File: config.mk
export PLATFORM = sky130hd
export DESIGN_NAME = edp_store_buf
export DESIGN_NICKNAME = d
export VERILOG_FILES = /design/src/rtl/store_buf_pkg.sv /design/src/rtl/store_buf_fwd.sv /design/src/rtl/edp_store_buf.sv
export SDC_FILE = /design/constraint.sdc
export NUM_CORES = 1
export LEC_CHECK = 0
export ABC_AREA = 1
export BUFFER_PORTS_ARGS = -buffer_cell sky130_fd_sc_hd__buf_2
export CAP_MARGIN = 10
export CORE_UTILIZATION = 40
export DETAILED_ROUTE_END_ITERATION = 6
export HOLD_SLACK_MARGIN = 0.05
export SLEW_MARGIN = 20
export SYNTH_ARGS = -nofsm -noshare
export SYNTH_HDL_FRONTEND = slang
export SYNTH_HIERARCHICAL = 1
export SYNTH_SLANG_ARGS = --single-unit
File: constraint.sdc
create_clock -name CLK_EDP -period 5.4 [get_ports CLK_EDP]
set_input_delay 0.27 -clock CLK_EDP [delete_from_list [all_inputs] [get_ports CLK_EDP]]
set_output_delay 0.27 -clock CLK_EDP [all_outputs]
set_load 0.05 [all_outputs]
File: src/rtl/store_buf_pkg.sv
// Shared types and constants for the EDP posted-write store buffer.
package store_buf_pkg;

  localparam int SB_DEPTH  = 4;
  localparam int SB_ADDR_W = 23;
  localparam int SB_DATA_W = 36;
  localparam int SB_PTR_W  = $clog2(SB_DEPTH);

  // One queued store; we[0] is the left half (0:17), we[1] the right half (18:35).
  typedef struct packed {
    logic [SB_ADDR_W-1:0] addr;
    logic [SB_DATA_W-1:0] data;
    logic [0:1]           we;
    logic                 par;
  } tSBEntry;

  // Plain XOR-reduce, the same sense the FM parity uses.
  function automatic logic sb_parity(input logic [SB_DATA_W-1:0] d);
    return ^d;
  endfunction

endpackage

File: src/rtl/store_buf_fwd.sv
// Youngest-match select for load forwarding. Walks slots oldest to youngest
// starting at the head pointer, so the last valid match seen is the youngest.
module store_buf_fwd #(
  parameter int DEPTH = 4,
  parameter int PTR_W = 2
) (
  input  logic [DEPTH-1:0] vld_i,
  input  logic [DEPTH-1:0] match_i,
  input  logic [PTR_W-1:0] head_i,
  output logic             hit_o,
  output logic [PTR_W-1:0] sel_o
);

  // Priority scan in age order; pointer arithmetic wraps because DEPTH is 2^n.
  always_comb begin
    logic [PTR_W-1:0] idx;
    idx   = '0;
    hit_o = 1'b0;
    sel_o = head_i;
    for (int k = 0; k < DEPTH; k++) begin
      idx = head_i + PTR_W'(k);
      if (vld_i[idx] && match_i[idx]) begin
        hit_o = 1'b1;
        sel_o = idx;
      end
    end
  end

endmodule

File: src/rtl/edp_store_buf.sv
// EDP posted-write store buffer: in-order drain to cache/MBOX with
// combinational youngest-match forwarding to loads.
// Optional feature macro: STORE_BUF_PARITY_EN (per-entry parity, mem_par port).
module edp_store_buf
  import store_buf_pkg::*;
#(
  parameter int DEPTH  = SB_DEPTH,
  parameter int ADDR_W = SB_ADDR_W,
  parameter int DATA_W = SB_DATA_W
) (
  input  logic                       CLK_EDP,
  input  logic                       EBOX_RESET_N,
  input  logic                       st_valid,
  output logic                       st_ready,
  input  logic [ADDR_W-1:0]          st_addr,
  input  logic [DATA_W-1:0]          st_data,
  input  logic [1:0]                 st_we,
  input  logic                       flush,
  output logic                       flush_done,
  output logic                       mem_req,
  output logic [ADDR_W-1:0]          mem_addr,
  output logic [DATA_W-1:0]          mem_data,
  output logic [1:0]                 mem_we,
  input  logic                       mem_ack,
  input  logic [ADDR_W-1:0]          ld_addr,
  output logic                       ld_hit,
  output logic [DATA_W-1:0]          ld_data,
  output logic [1:0]                 ld_we,
`ifdef STORE_BUF_PARITY_EN
  output logic                       mem_par,
`endif
  output logic [$clog2(DEPTH+1)-1:0] count
);

  localparam int PTR_W = $clog2(DEPTH);
  localparam int CNT_W = $clog2(DEPTH+1);

  tSBEntry          ent_q [DEPTH];
  tSBEntry          new_ent;
  logic [DEPTH-1:0] vld_q, vld_d;
  logic [PTR_W-1:0] head_q, head_d, tail_q, tail_d;
  logic [CNT_W-1:0] cnt_q, cnt_d;
  logic             do_push, do_pop;
  logic [DEPTH-1:0] match;
  logic             fwd_hit;
  logic [PTR_W-1:0] fwd_sel;

  // Handshakes. A store with no enables is accepted but never queued.
  assign st_ready   = (cnt_q < CNT_W'(DEPTH)) & ~flush;
  assign do_push    = st_valid & st_ready & (|st_we);
  assign mem_req    = (cnt_q != '0);
  assign do_pop     = mem_req & mem_ack;
  assign flush_done = flush & (cnt_q == '0);
  assign count      = cnt_q;

  // Head entry drives the cache port; it only changes on a pop.
  assign mem_addr = ent_q[head_q].addr;
  assign mem_data = ent_q[head_q].data;
  assign mem_we   = ent_q[head_q].we;
`ifdef STORE_BUF_PARITY_EN
  assign mem_par  = ent_q[head_q].par;
`endif

  // Build the entry captured at the tail on a push.
  always_comb begin
    new_ent      = '0;
    new_ent.addr = st_addr;
    new_ent.data = st_data;
    new_ent.we   = st_we;
`ifdef STORE_BUF_PARITY_EN
    new_ent.par  = sb_parity(st_data);
`else
    new_ent.par  = 1'b0;
`endif
  end

  // Pointer/count/valid next state; a full buffer never sees a push, so a
  // pop and a push never collide on the same slot.
  always_comb begin
    head_d = head_q + PTR_W'(do_pop);
    tail_d = tail_q + PTR_W'(do_push);
    vld_d  = vld_q;
    if (do_pop)  vld_d[head_q] = 1'b0;
    if (do_push) vld_d[tail_q] = 1'b1;
    unique case ({do_push, do_pop})
      2'b10:   cnt_d = cnt_q + CNT_W'(1);
      2'b01:   cnt_d = cnt_q - CNT_W'(1);
      default: cnt_d = cnt_q;
    endcase
  end

  // Control state with synchronous reset; queued stores are discarded.
  always_ff @(posedge CLK_EDP) begin
    if (!EBOX_RESET_N) begin
      head_q <= '0;
      tail_q <= '0;
      cnt_q  <= '0;
      vld_q  <= '0;
    end else begin
      head_q <= head_d;
      tail_q <= tail_d;
      cnt_q  <= cnt_d;
      vld_q  <= vld_d;
    end
  end

  // Entry storage needs no reset; the valid bits qualify it.
  always_ff @(posedge CLK_EDP) begin
    if (do_push) ent_q[tail_q] <= new_ent;
  end

  // Address compare per slot for forwarding.
  for (genvar i = 0; i < DEPTH; i++) begin : g_match
    assign match[i] = (ent_q[i].addr == ld_addr);
  end

  store_buf_fwd #(.DEPTH(DEPTH), .PTR_W(PTR_W)) u_fwd (
    .vld_i   (vld_q),
    .match_i (match),
    .head_i  (head_q),
    .hit_o   (fwd_hit),
    .sel_o   (fwd_sel)
  );

  // Forwarded result; zeroed on a miss.
  assign ld_hit  = fwd_hit;
  assign ld_data = fwd_hit ? ent_q[fwd_sel].data : '0;
  assign ld_we   = fwd_hit ? ent_q[fwd_sel].we   : 2'b00;

endmodule
==> flow_metrics.tcl <==
set metrics [dict create \
    status "complete, no violations" \
    synth_top_family_by_area "simple AND/OR/NAND/NOR gates" \
    yosys.area.top_type "edfxtp_1" \
    rsz0062_at_grt "false" \
    synthCells 1241 \
    max_freq_mhz 235 \
    first_iter_violations 708 \
    ctsResizeCount 0 \
    timing.final.crit_share_pct 78.8 \
    ys_warn_count 6 \
    rows 64 \
    worstMarginPinSlew_ps 1070 \
    final_max_slew_viol_count 0 \
    ir_drop_uv 394 \
    power_mw 6.99 \
    grt_max_degree 81 \
    layout-drive-gt1-share_pct 18.1 \
    clk_latency_ps 560 \
    yosys.area_share.simple_pct 15.8 \
    grt_pass1_vias 9715 \
    cts_sinks 255 \
    avgSynthCellArea_um2 10.1 \
    placed_cell_area_mm2 0.0136 \
    layout.cells.non_filler 1891 \
    placed_cells 1776 \
    wl_per_cell_um 18.6 \
    hold_viol_final 0 \
    vias 9961 \
    crit_required_ps 5130 \
    fp.dieArea_mm2 0.0319 \
    drt_first_pass_iters 5 \
    critPathLaunchType "register" \
    wirelength_um 35200 \
    cts_tree "built" \
    place.gp.congestion 0.853 \
    p_per_area_mw_per_mm2 461 \
    cp-end-kind "primary output" \
    ys_ff_latch 255 \
    synth_compound_area_share_pct 13.3 \
    ios 195 \
    overflow 0 \
    start_util_pct 40.7 \
    dp_hpwl_um 21200 \
    vias_per_cell 5.27 \
    cts_buffers 28 \
    min_path_type "primary input to register" \
    mostFrequentLayoutCell "nand2_1" \
    die_w_um 179 \
    synth_edf_count 244 \
    synthToLayoutAreaGrowth_pct 21.5 \
    tns_ps 0 \
    ys_types 30 \
    final_area_mm2 0.0152 \
    path_class "register to primary output" \
    grt_use_total_pct 22.0 \
    antenna_found_initial 1 \
    async_reset_ff_share_pct 0 \
    port_buffers 194 \
    h-tree-depth 1 \
    clock_skew_ps 32.8 \
    clk_pin_slew_ps 50 \
    die_y_um 179 \
    syn_nets 1334 \
    drc 0 \
    grt_pass1_wl_um 53200 \
    synth_ff_type "edfxtp_1" \
    path_max_fanout 72 \
    mostFrequentLayoutCells "nand2_1 (257), edfxtp_1 (244), buf_2 (194)" \
    synthMuxAreaShare_pct 0 \
    synth_seq_area_share_pct 60.5 \
    clock_path_buffers 3 \
    synth.top_cell.area_share_pct 58.7 \
    synthAdderAreaFrac_pct 0.461 \
    cap_violations 0 \
    finalNetCount 1565 \
    synth_area_leaders "edfxtp_1 (59%), nand2_1 (7.8%), nor2_1 (3.9%)" \
    synth_xor_area_share_pct 2.67 \
    leakagePower_nw 6.08 \
    setup_viol 0 \
    cp_data_arrival_time_ps 3980 \
    syn_area_mm2 0.0125 \
    core_mm2 0.0307 \
    worst_slew_margin_rel_pct 28.3 \
    root_buffer "clkbuf_16" \
    period_needed_ps 4250 \
    drtAntennaViolNets 0 \
]
-- logic make-up after synthesis --
group	after synthesis
buffers and inverters	203
XOR/XNOR	38
AND/OR/NAND/NOR	479
AO/OA/AOI/OAI	262
flip-flops	255
adder cells (fa/ha/maj)	4
-- through the flow --
stage	setup slack (ps)	hold slack [ps]	util, %
finish	1150	226	49.5
global route	817	234	49.5
CTS	1140	196	49.4
detailed placement	1690	474	44.5
global placement	1710	458	44.5
floorplan	2060	363	-
-- final timing paths --
| path | cells after the start | endpoint | start | slack (ps) |
|---|---|---|---|---|
| min reg2reg | 2 | vld_q[1] | vld_q[1] | 480 |
| min | 5 | vld_q[2] | st_valid | 230 |
| max | 21 | ld_data[31] | ent_q[2][49] | 1150 |
| max reg2reg | 6 | ent_q[3][31] | count[2] | 2620 |
-- power by group --
| group | switching, mW | leakage, nW | internal, mW |
|---|---|---|---|
| clock | 0.767 | 0.439 | 1.09 |
| combinational | 2.25 | 3.34 | 0.620 |
| sequential | 0.0398 | 2.30 | 2.23 |
| total | 3.06 | 6.08 | 3.93 |
-- timing repair --
action                    in CTS  in global routing
hold endpoints to repair     248                  0
hold buffers                  62                  0
buffers inserted               0                  0
-- synthesized netlist by cell type (5+ instances only) --
| library cell | number |
|---|---|
| buf_2 | 23 |
| nand3_1 | 79 |
| xnor2_1 | 38 |
| clkbuf_1 | 18 |
| edfxtp_1 | 244 |
| buf_6 | 8 |
| o211ai_1 | 55 |
| o21ai_1 | 17 |
| inv_1 | 129 |
| clkbuf_2 | 5 |
| nor2_1 | 130 |
| dfxtp_1 | 11 |
| o21ai_0 | 48 |
| o221ai_1 | 14 |
| buf_4 | 14 |
| a21oi_1 | 67 |
| nand2_1 | 258 |
| a22oi_1 | 61 |
-- state kept, by name, indices dropped and copies added, names as in the netlist --
register and count:
vld_q 4, count 3, head_q 2, ent_q 244, tail_q 2
-- area by class of cell --
type                       count  area (um^2)
tap                          396          495
multi-input combinational    783         4010
antenna                        1         2.50
inverter                     134          515
clock buffer                  38          768
fill                        2802        15500
timing repair buffer         270         1700
sequential                   255         7550
clock inverter                14          128
-- worst max-delay path, stage by stage, from the launching register on --
cell	delay, ps
edfxtp_1	400
nand2_1	80
nand2_1	50
nor2_1	160
nand2_1	80
nor2_1	150
nand2_1	70
nor2_1	170
nand3_1	100
nand2_1	110
o21ai_1	90
nand2_1	110
nand2_1	50
nand2_1	50
nand2_1	60
inv_2	70
buf_4	630
nor2_1	110
nor2_1	100
o21ai_0	100
a21oi_1	310
buf_2	330
-- routing by layer --
metal	up-vias	share of wire, %	routed length [um]	global-route usage, %
met5	-	0	0	0
met4	0	2.4	833	6.07
met3	57	7.6	2680	3.24
met2	422	48	17000	37.9
met1	4718	42	14600	28.8
li1	4764	-	-	-
No activity file was read; power rests on OpenSTA's default activity.
